<file path="src/rtl/pipe_stage_skid_reg.sv">
// One pipeline stage: opaque data bundle plus control bundle behind a valid/ready
// handshake, with an optional one-entry skid buffer, synchronous flush and perf counters.
module pipe_stage_skid_reg #(
   parameter int DATA_W = 128,
   parameter int CTRL_W = 24,
   parameter int SKID   = 1,
   parameter int CNT_W  = 16
) (
   input  logic              Clk,
   input  logic              Rst,
   input  logic              Flush,
   input  logic              InValid,
   output logic              InReady,
   input  logic [DATA_W-1:0] InData,
   input  logic [CTRL_W-1:0] InCtrl,
   output logic              OutValid,
   input  logic              OutReady,
   output logic [DATA_W-1:0] OutData,
   output logic [CTRL_W-1:0] OutCtrl,
   output logic [CNT_W-1:0]  BubbleCount,
   output logic [CNT_W-1:0]  StallCount
);

   // Handshake: a beat moves on an edge exactly when valid and ready are both high in the
   // cycle before it; valid never waits on ready, and a held beat stays stable until taken.
   localparam logic [CNT_W-1:0] CNT_ONE = 1;

   logic              mValid;
   logic [DATA_W-1:0] mData;
   logic [CTRL_W-1:0] mCtrl;
   logic              inFire;
   logic              outFire;

   assign inFire  = InValid & InReady;
   assign outFire = mValid & OutReady;

   generate
      if (SKID != 0) begin : g_skid
         logic              sValid;
         logic [DATA_W-1:0] sData;
         logic [CTRL_W-1:0] sCtrl;

         always_ff @(posedge Clk) begin
            if (Rst) begin
               mValid <= 1'b0;
               mData  <= '0;
               mCtrl  <= '0;
               sValid <= 1'b0;
               sData  <= '0;
               sCtrl  <= '0;
            end else if (Flush) begin
               mValid <= 1'b0;
               mCtrl  <= '0;
               sValid <= 1'b0;
               sCtrl  <= '0;
            end else if (!mValid) begin
               // S is always empty while M is empty, so InReady is high here.
               if (inFire) begin
                  mValid <= 1'b1;
                  mData  <= InData;
                  mCtrl  <= InCtrl;
               end
            end else if (outFire) begin
               if (sValid) begin
                  mData  <= sData;
                  mCtrl  <= sCtrl;
                  sValid <= 1'b0;
               end else if (inFire) begin
                  mData <= InData;
                  mCtrl <= InCtrl;
               end else begin
                  mValid <= 1'b0;
                  mCtrl  <= '0;
               end
            end else if (inFire) begin
               sValid <= 1'b1;
               sData  <= InData;
               sCtrl  <= InCtrl;
            end
         end

         // Registered ready: upstream timing never sees the downstream OutReady path.
         assign InReady = ~sValid;
      end else begin : g_noskid
         always_ff @(posedge Clk) begin
            if (Rst) begin
               mValid <= 1'b0;
               mData  <= '0;
               mCtrl  <= '0;
            end else if (Flush) begin
               mValid <= 1'b0;
               mCtrl  <= '0;
            end else if (inFire) begin
               mValid <= 1'b1;
               mData  <= InData;
               mCtrl  <= InCtrl;
            end else if (outFire) begin
               mValid <= 1'b0;
               mCtrl  <= '0;
            end
         end

         assign InReady = ~mValid | OutReady;
      end
   endgenerate

   always_ff @(posedge Clk) begin
      if (Rst) begin
         BubbleCount <= '0;
         StallCount  <= '0;
      end else begin
         if (!mValid && (BubbleCount != '1)) BubbleCount <= BubbleCount + CNT_ONE;
         if (mValid && !OutReady && (StallCount != '1)) StallCount <= StallCount + CNT_ONE;
      end
   end

   assign OutValid = mValid;
   assign OutData  = mData;
   assign OutCtrl  = mCtrl;

endmodule

</file>
<file path="config.mk">
export PLATFORM = sky130hd
export DESIGN_NAME = pipe_stage_skid_reg
export DESIGN_NICKNAME = d
export VERILOG_FILES = /design/src/rtl/pipe_stage_skid_reg.sv
export SDC_FILE = /design/constraint.sdc
export NUM_CORES = 1
export LEC_CHECK = 0
export BUFFER_PORTS_ARGS = -buffer_cell sky130_fd_sc_hd__buf_2
export CAP_MARGIN = 20
export CELL_PAD_IN_SITES_DETAIL_PLACEMENT = 0
export CELL_PAD_IN_SITES_GLOBAL_PLACEMENT = 1
export CORE_ASPECT_RATIO = 0.5
export CORE_MARGIN = 10
export CORE_UTILIZATION = 35
export CTS_BUF_LIST = sky130_fd_sc_hd__clkbuf_16
export DETAILED_ROUTE_END_ITERATION = 16
export GPL_TIMING_DRIVEN = 0
export PLACE_DENSITY_LB_ADDON = 0.1
export SETUP_SLACK_MARGIN = 0.02
export SYNTH_ARGS = -nofsm -noshare
export SYNTH_HDL_FRONTEND = slang
export SYNTH_SLANG_ARGS = --single-unit
</file>
<file path="constraint.sdc">
create_clock -name Clk -period 1.6 [get_ports Clk]
set_input_delay 0.24 -clock Clk [delete_from_list [all_inputs] [get_ports Clk]]
set_output_delay 0.24 -clock Clk [all_outputs]
set_load 0.02 [all_outputs]
</file>
==> summary.txt, run 1 <==
Status
  • Status: finished, violations left
  • Failing checks: negative setup slack

Routing
  • Routed WL: 51000 um
  • Via Count: 13700
  • DRC Markers: 0
  • Antenna Nets Post-Route: 0
  • Vias per cell: ~5.1
  • WL per Instance: approximately 19 um
  • Drt pass-1 iters: 5
  • 1st-iter DRT viols: 673

Floorplan
  • Effective utilization at floorplan: 0.358
  • Core region area: ~36000 um2
  • Rows: 49
  • Die area: 45800 um2
  • I/O Pins: 343
  • DIE HEIGHT: about 160 um
  • Die X: 293 um

STA
  • Slew Limit Headroom: 0.443
  • # setup viols final: about 250
  • Unrepaired setup endpoints after global routing: true
  • Hold Vio Cnt, Final: 0
  • Final worst path period share: 1.08
  • Minimum clock period: 1.74 ns
  • Worst-margin pin slew: 0.835 ns
  • Slew Viols, Final: 0
  • Max Fclk: slightly below 0.6 GHz
  • Final hold slack: 0.0906 ns
  • Final Skew: 0.0171 ns
  • Final worst setup slack: -0.136 ns

Worst hold path
  • Hold Startpoint: InValid
  • Worst hold endpoint: g_skid.sValid
  • Hold/Removal Path Class: input pin to flip-flop
  • Hold path depth: 3

Pwr
  • Power per cell area: 981 nW/um2
  • VDD IR max: about 0.62 mV
  • LEAKAGE: slightly above 8 nW

Worst setup path
  • Type of origin of the critical path: flip-flop
  • WP data arrival: 2.17 ns
  • Max FO, Critical Path: 6
  • Setup Crit Path Kind: flip-flop to flip-flop
  • CP max stage delay: 0.36 ns
  • R2R Setup Slk: -0.14 ns
  • Element type at the critical path end: flip-flop
  • R2r startpoint: g_skid.sValid
  • Worst R2R Path Depth: 7
  • Critical-path cell list: nand2b_4 -> a211oi_4 -> buf_6 -> buf_12 -> bufbuf_16 -> nor2_1 -> a211oi_2
  • Required time worst endpoint: 2.04 ns
  • CP max stage cell: dfxtp_4
  • R2r endpoint: OutData[27]

Final layout
  • Final core utilization: 0.560
  • Layout cells sized above 1: 0.344
  • Area delta synth->final: 56.3%
  • Nets@finish: 2316

Placement
  • Dpl hpwl: 34000 um
  • Post-Place Setup Slack: -0.822 ns
  • Number of port buffers: 342
  • Routability-driven placement congestion ratio: 0.784

Yosys
  • Syn_nets: ~1700
  • Register area share after synthesis: 0.520
  • Syn Inst Count: 1559
  • Synthesized area: between 10000 and 15000 um2
  • Post-synth ARST share: 0
  • Dominant cells by area after synthesis: dfxtp_1 52%, nand2_1 9.1%, a211oi_1 8.9%
  • Distinct cells, synth: 47
  • Syn avg cell area: 8.35 um2
  • Cell taking the most area after synthesis: dfxtp_1
  • #FFs+latches synth: 338
  • Ys flop type: dfxtp_1
  • Synth warn: 0
  • Yosys top cell area share: 0.520
  • Post-synth EDFFs: 0

Clock tree
  • Clock transition at path regs: 0.07 ns
  • H-tree depth: 2
  • CTS Sinks: 338
  • CTS Buf Count: 35
  • Worst-Skew Late Latency: 0.53 ns
  • Clock buffer depth: 3
  • Root Driver: clkbuf_16
  • CTS tree: yes

Global route
  • All-Layer GR Usage: 0.208
  • Initial antenna violation count: 1
  • Pin count of the biggest net entering global routing: 15
  • Vias in the first global route: 13600
  • First-pass GRT wire length: just under 80000 um
  • Gr ovfl total: 0

Run
  • Total of max-cap violations: 0
logic make-up (layout without fill, tap and decap cells):
logic type / count (synthesis) / in the layout / share of synthesized area
flip-flops: 338 / 338 / 0.520
buffers and inverters: 148 / 770 / 0.0466
XOR/XNOR: 2 / 2 / 0.00135
adder cells (fa/ha/maj): 2 / 2 / 0.00192
multiplexers: 8 / 8 / 0.00654
AND/OR/NAND/NOR: 553 / 553 / 0.177
AO/OA/AOI/OAI: 508 / 508 / 0.246
other: 0 / 3 / 0
routing by layer:
metal | share of wire | GRT usage | wire [um] | up-vias
met5 | 0 | 0 | 0 | -
met4 | 0.027 | 0.0647 | 1380 | 0
met3 | 0.039 | 0.0367 | 1990 | 86
met2 | 0.50 | 0.368 | 25300 | 293
met1 | 0.44 | 0.255 | 22300 | 6539
li1 | - | - | - | 6766
sequential cells by signal, summed over array words and instances, names as in the netlist:
signal         count
OutValid           1
OutData          128
g_skid.sValid      1
OutCtrl           24
g_skid.sCtrl      24
StallCount        16
g_skid.sData     128
BubbleCount       16
power breakdown:
group | internal [mW] | switching (mW)
clock network | 4.66 | 3.52
logic | 1.29 | 1.61
registers | 8.70 | 0.192
total | 14.6 | 5.32
synthesized netlist by cell type, types with 2 or more instances:
library cell / count
or4_1: 6
nor2b_1: 5
nand2b_1: 3
nand2_1: 314
inv_1: 7
nand4_1: 9
nor2_1: 171
buf_2: 41
buf_1: 18
o31ai_1: 5
nor3_1: 6
a22oi_1: 24
o22ai_1: 128
clkbuf_1: 82
and4_1: 4
o21ai_0: 13
ha_1: 2
or3_1: 8
nor3b_1: 2
a31oi_1: 4
dfxtp_1: 338
mux2i_1: 4
a21oi_1: 171
mux2_2: 4
and4b_1: 5
a211oi_1: 155
nand3_1: 10
worst max-delay path: cells and delay by family (launching register included):
| kind | cells | cell delay (ns) |
|---|---|---|
| compound gates | 2 | 0.44 |
| simple gates | 2 | 0.23 |
| flops | 1 | 0.36 |
| buf+inv | 3 | 0.59 |
cell type report:
type,instances,area [um2]
antenna,3,7.51
buffer,136,1140
clock buffer,37,926
clock inverter,24,185
fill,3429,16000
inverter,7,26.3
multi-input combinational,1073,6470
sequential,338,6840
tap,484,606
timing repair buffer,566,4140
cell usage in the layout, fill, tap and decap left out, drive strengths merged, types with 2 or more instances in the layout:
master	netlist	layout
a211oi	156	156
a21oi	171	171
a22oi	24	24
a31oi	4	4
and4	4	4
and4b	5	5
buf	59	474
bufbuf	0	3
bufinv	0	3
clkbuf	82	110
clkinv	0	14
dfxtp	338	338
diode	0	3
dlygate4sd3	0	152
ha	2	2
inv	7	14
mux2	4	4
mux2i	4	4
nand2	314	314
nand2b	3	3
nand3	10	10
nand4	10	10
nor2	171	171
nor2b	5	5
nor3	6	6
nor3b	2	2
nor4	2	2
o21ai	13	13
o22ai	128	128
o31ai	5	5
or3	8	8
or4	6	6
how the worst max path moves through the flow:
stage                             start            end  slack [ns]  depth (start not counted)
after global placement         OutReady   OutData[102]       -0.84                          6
after detailed placement       OutReady    OutData[98]       -0.82                          6
after global routing      StallCount[6]  StallCount[1]       -0.19                          6
after floorplan           StallCount[6]  StallCount[1]       0.003                          5
final                     g_skid.sValid    OutData[27]       -0.14                          7
after CTS                 g_skid.sValid    OutData[22]       -0.15                          8
metrics by stage:
step,total power [mW],instances,setup TNS [ns],area (um2)
finish,20.0,2668,-10.67,20300
CTS,19.9,2644,-7.89,19300
global placement,11.1,2385,-208.76,15400
floorplan,10.2,1559,0,13100
global route,20.7,2666,-22.66,20300
detailed placement,11.1,2385,-211.45,15400
what timing repair did:
| action | 4_1_cts | 5_1_grt |
|---|---|---|
| endpoints found under the hold margin | 152 | 0 |
| gates cloned | 12 | 7 |
| buffers inserted | 34 | 20 |
| gates resized for setup | 233 | 268 |
| hold buffers | 152 | 0 |
| pin swaps | 32 | 98 |
| setup endpoints to repair | 322 | 308 |
No activity file was read; power rests on OpenSTA's default activity.
==> run 2, diff against run 1 <==
--- a/config.mk
+++ b/config.mk
@@ -11,7 +11,7 @@
 export CELL_PAD_IN_SITES_GLOBAL_PLACEMENT = 1
 export CORE_ASPECT_RATIO = 0.5
 export CORE_MARGIN = 10
-export CORE_UTILIZATION = 35
+export CORE_UTILIZATION = 41
 export CTS_BUF_LIST = sky130_fd_sc_hd__clkbuf_16
 export DETAILED_ROUTE_END_ITERATION = 16
 export GPL_TIMING_DRIVEN = 0
==> constraint.sdc (replaced) <==
create_clock -name Clk -period 2.2 [get_ports Clk]
set_input_delay 0.33 -clock Clk [delete_from_list [all_inputs] [get_ports Clk]]
set_output_delay 0.33 -clock Clk [all_outputs]
set_load 0.02 [all_outputs]
==> summary.txt, run 2 (synthesized netlist as in run 1, its figures left out) <==
Status
  • Status: finished clean

Routing
  • Drt pass-1 iters: 7
  • 1st-iter DRT viols: 677
  • Via Count: 12800
  • Routed WL: 44800 um
  • WL per Instance: between 15 and 20 um
  • Antenna Nets Post-Route: 0
  • DRC Markers: 0
  • Vias per cell: 5.37

Final layout
  • Final Cell Area: 16300 um2
  • Most common cell after layout, fill and taps aside: buf_2
  • Multi-input gate area: 5650 um2
  • Layout cells sized above 1: 0.231
  • Nets@finish: approximately 2100
  • FILL cells: 3015
  • Commonest cells after routing, fill and taps aside: 384 x buf_2, 337 x dfxtp_1, 314 x nand2_1
  • Area delta synth->final: 25.6%
  • Register area: 6770 um2
  • Non-filler cells, final: 2386
  • Final core utilization: 0.530

STA
  • Slew Limit Headroom: 0.279
  • Max Fclk: 0.483 GHz
  • Unrepaired setup endpoints after global routing: true
  • Final Skew: 0.0152 ns
  • # setup viols final: 0
  • Final worst setup slack: 0.130 ns
  • Hold Vio Cnt, Final: 0
  • Slew Viols, Final: 0
  • Final hold slack: 0.0554 ns
  • Minimum clock period: 2.07 ns
  • Final worst path period share: 0.941
  • Setup TNS: 0 ns
  • Worst-margin pin slew: around 1.1 ns

Clock tree
  • Clock transition at path regs: ~0.06 ns
  • # Post-CTS Setup Buffers: 0
  • Worst-Skew Late Latency: 0.52 ns
  • Hold Buf Count CTS: 0
  • CTS tree: yes
  • CTS Sinks: 338
  • CTS Buf Count: 34
  • H-tree depth: 2
  • Root Driver: clkbuf_16
  • Clock buffer depth: 3

Pwr
  • LEAKAGE: 6.50 nW
  • Total power: between 10 and 15 mW
  • VDD IR max: ~0.46 mV
  • Power per cell area: 826 nW/um2

Worst setup path
  • Element type at the critical path end: flip-flop
  • Max FO, Critical Path: 10
  • Type of origin of the critical path: flip-flop
  • R2R Setup Slk: 0.13 ns
  • Setup Crit Path Kind: flip-flop to flip-flop
  • Required time worst endpoint: 2.63 ns
  • WP data arrival: 2.50 ns

Placement
  • Routability-driven placement congestion ratio: 0.825
  • Placed cell count: 2324
  • Dpl hpwl: ~34000 um
  • DP Area: 15300 um2
  • Post-Place Setup Slack: -0.379 ns
  • Number of port buffers: 342

Global route
  • Gr ovfl total: 0
  • Vias in the first global route: 12800
  • Initial antenna violation count: 5
  • Pin count of the biggest net entering global routing: 15
  • All-Layer GR Usage: 0.214
  • First-pass GRT wire length: 69300 um

Floorplan
  • Die area: 39700 um2
  • DIE HEIGHT: 146 um
  • Rows: 45
  • I/O Pins: 343
  • Effective utilization at floorplan: 0.422
  • Core region area: 30800 um2
  • Die X: 272 um

Worst hold path
  • Hold/Removal Path Class: input pin to flip-flop

Run
  • Total of max-cap violations: 0
[run 2: cell types whose count changed in the layout (fill, tap and decap cells not counted), sizes merged]
cell         delta
buf            -73
bufbuf          -3
bufinv          -2
clkbuf          +9
clkinv          +2
dlygate4sd3   -152
inv             -2
[run 2: worst paths after layout]
path	startpoint	end	depth (start not counted)
worst min-delay path	InCtrl[14]	g_skid.sCtrl[14]	3
worst min register to register	g_skid.sData[107]	g_skid.sData[107]	2
worst max register to register	g_skid.sValid	OutData[8]	6
worst max-delay path	g_skid.sValid	OutData[8]	6
[run 2: critical path: stages (launching register included)]
cell and delay (ns):
dfxtp_1 0.40, nand2b_1 0.12, buf_2 0.17, buf_2 0.37
buf_1 0.45, o22ai_1 0.20, a211oi_1 0.25
[run 2: per-layer routing]
| metal | up-vias | GRT usage | part of all wire | wire length (um) |
|---|---|---|---|---|
| met4 | 4 | 0.0663 | 0.023 | 1050 |
| met5 | - | 0 | 0.00049 | 22 |
| met3 | 74 | 0.0465 | 0.055 | 2450 |
| li1 | 6318 | - | - | - |
| met1 | 6089 | 0.249 | 0.41 | 18600 |
| met2 | 329 | 0.385 | 0.51 | 22800 |
[run 2: where the power goes]
part	internal [mW]	total [mW]	switching, mW
Combinational	0.505	1.48	0.972
Clock	3.13	5.55	2.42
Sequential	6.34	6.46	0.123
[run 2: what timing repair did]
action,in CTS,in global routing
pin swaps,0,0
resized for setup,7,17
setup endpoints to repair,210,185
[run 2: area by class of cell]
class / instances / share of cell area
clock buffers: 37 / 0.0567
clock inverters: 22 / 0.00705
multi-input cells: 1073 / 0.346
well taps: 423 / 0.0324
inverters: 7 / 0.00161
diodes: 3 / 0.000460
repair buffers: 342 / 0.105
plain buffers: 141 / 0.0367
flip-flops and latches: 338 / 0.414
==> run 3, diff against run 2 <==
--- a/config.mk
+++ b/config.mk
@@ -11,8 +11,8 @@
 export CELL_PAD_IN_SITES_GLOBAL_PLACEMENT = 1
 export CORE_ASPECT_RATIO = 0.5
 export CORE_MARGIN = 10
-export CORE_UTILIZATION = 41
-export CTS_BUF_LIST = sky130_fd_sc_hd__clkbuf_16
+export CORE_UTILIZATION = 43
+export CTS_BUF_LIST = sky130_fd_sc_hd__clkbuf_8
 export DETAILED_ROUTE_END_ITERATION = 16
 export GPL_TIMING_DRIVEN = 0
 export PLACE_DENSITY_LB_ADDON = 0.1
==> summary.txt, run 3 (synthesized netlist as in run 1, its figures left out) <==
Worst hold path
  • Hold/Removal Path Class: input pin to flip-flop

Final layout
  • Final core utilization: 0.602
  • Commonest cells after routing, fill and taps aside: 382 x buf_2, 337 x dfxtp_1, 314 x nand2_1
  • Most common cell after layout, fill and taps aside: buf_2
  • Final Cell Area: roughly 18000 um2
  • Nets@finish: 2248
  • Non-filler cells, final: around 2500
  • Layout cells sized above 1: 0.231
  • Area delta synth->final: 35.9%

Routing
  • 1st-iter DRT viols: 718
  • WL met3: between 2000 and 3000 um
  • WL per Instance: 18.3 um
  • Vias per cell: 5.34
  • DRC Markers: 0
  • Routed WL: approximately 46000 um
  • Drt pass-1 iters: 5
  • DR top layer: met5
  • Met1 WL: ~19000 um
  • Via Count: 13400
  • Antenna Nets Post-Route: 0
  • Met2 wire length: 23000 um

Placement
  • DP Area: 15200 um2
  • Dpl hpwl: 33400 um
  • Number of port buffers: 342
  • Placed cell count: about 2300
  • Routability-driven placement congestion ratio: 0.823

Floorplan
  • Die X: 266 um
  • Die area: 38000 um2
  • Core region area: 29400 um2
  • Rows: 44
  • DIE HEIGHT: ~140 um
  • Effective utilization at floorplan: 0.443
  • I/O Pins: 343

Pwr
  • Net switching power: 3.58 mW
  • Clock power share: 0.396
  • Pint: 9.88 mW
  • Comb power frac: 0.125
  • Power per cell area: 761 nW/um2
  • LEAKAGE: 7.14 nW
  • VDD IR max: 0.453 mV
  • Sw frac: 0.266
  • Seq pwr share: 0.480

Clock tree
  • Clock transition at path regs: 0.07 ns
  • Worst-Skew Late Latency: around 0.58 ns
  • CTS Buf Count: between 40 and 50
  • # Post-CTS Setup Buffers: 0
  • CTS tree: yes
  • Clock buffer depth: 3
  • H-tree depth: 2
  • Root Driver: clkbuf_8
  • CTS Sinks: ~340

STA
  • Slew Limit Headroom: 0.340
  • Slew Viols, Final: 0
  • # setup viols final: 0
  • Worst-margin pin slew: 0.990 ns
  • Final worst path period share: 0.925
  • Hold Vio Cnt, Final: 0
  • Final Skew: 0.0184 ns
  • Unrepaired setup endpoints after global routing: true
  • Minimum clock period: 2.04 ns
  • Max Fclk: 0.491 GHz

Worst setup path
  • Max FO, Critical Path: 10
  • Required time worst endpoint: ~2.7 ns
  • Element type at the critical path end: flip-flop
  • Setup Crit Path Kind: flip-flop to flip-flop
  • WP data arrival: 2.52 ns
  • Type of origin of the critical path: flip-flop

Global route
  • Vias in the first global route: 13500
  • Pin count of the biggest net entering global routing: 12
  • All-Layer GR Usage: 0.233
  • Initial antenna violation count: 6
  • First-pass GRT wire length: 72400 um
  • Gr ovfl total: 0

Status
  • Status: finished clean

Run
  • Total of max-cap violations: 0
==> run 3: cell type report <==
class / instances / area (um2)
Clock inverter: 16 / 93.8
Buffer: 141 / 607
Sequential cell: 338 / 6770
Fill cell: 2674 / 11700
Tap cell: 391 / 489
Antenna cell: 6 / 15.0
Inverter: 7 / 26.3
Clock buffer: 69 / 950
Multi-Input combinational cell: 1073 / 5660
Timing Repair Buffer: 479 / 3080
==> run 3: metal layers <==
layer,track usage,vias up
met4,0.0819,2
met2,0.416,387
met5,0,-
met1,0.273,6348
li1,-,6613
met3,0.0545,99
==> run 3: what timing repair did <==
action | 4_1_cts | 5_1_grt
setup endpoints to repair | 201 | 176
hold buffers | 137 | 0
gates resized for setup | 5 | 29
gates cloned | 0 | 0
endpoints found under the hold margin | 137 | 0
==> run 3: final timing paths <==
kind	start	to	slack, ns	cells after the start
max	g_skid.sValid	OutData[118]	0.16	6
min	InData[98]	g_skid.sData[98]	0.03	3
max reg2reg	g_skid.sValid	OutData[118]	0.16	6
min reg2reg	g_skid.sData[6]	g_skid.sData[6]	0.45	2
==> run 3: critical path: stages (launching register included) <==
cell	delay (ns)
dfxtp_1	0.41
nand2b_1	0.12
buf_2	0.17
buf_2	0.35
buf_1	0.44
o22ai_1	0.17
a211oi_1	0.26
==> run 3: power by group through the flow <==
| stage | logic [mW] | registers [mW] | clock network, mW |
|---|---|---|---|
| floorplan | 0.601 | 6.81 | 0 |
| global placement | 1.46 | 6.58 | 0 |
| global route | 1.83 | 6.48 | 5.72 |
| detailed placement | 1.48 | 6.59 | 0 |
| finish | 1.68 | 6.46 | 5.33 |
| CTS | 1.67 | 6.46 | 5.44 |
==> run 3: through the flow <==
stage               worst slack [ns]  hold slack (ns)  total power [mW]  setup TNS, ns
finish                         0.164           0.0324              13.5              0
global route                -0.00853           0.0128              14.0        -0.0129
CTS                           0.0201          0.00100              13.6              0
detailed placement            -0.275            0.446              8.07         -40.73
global placement              -0.210            0.442              8.04         -34.21
floorplan                      0.332            0.436              7.41              0
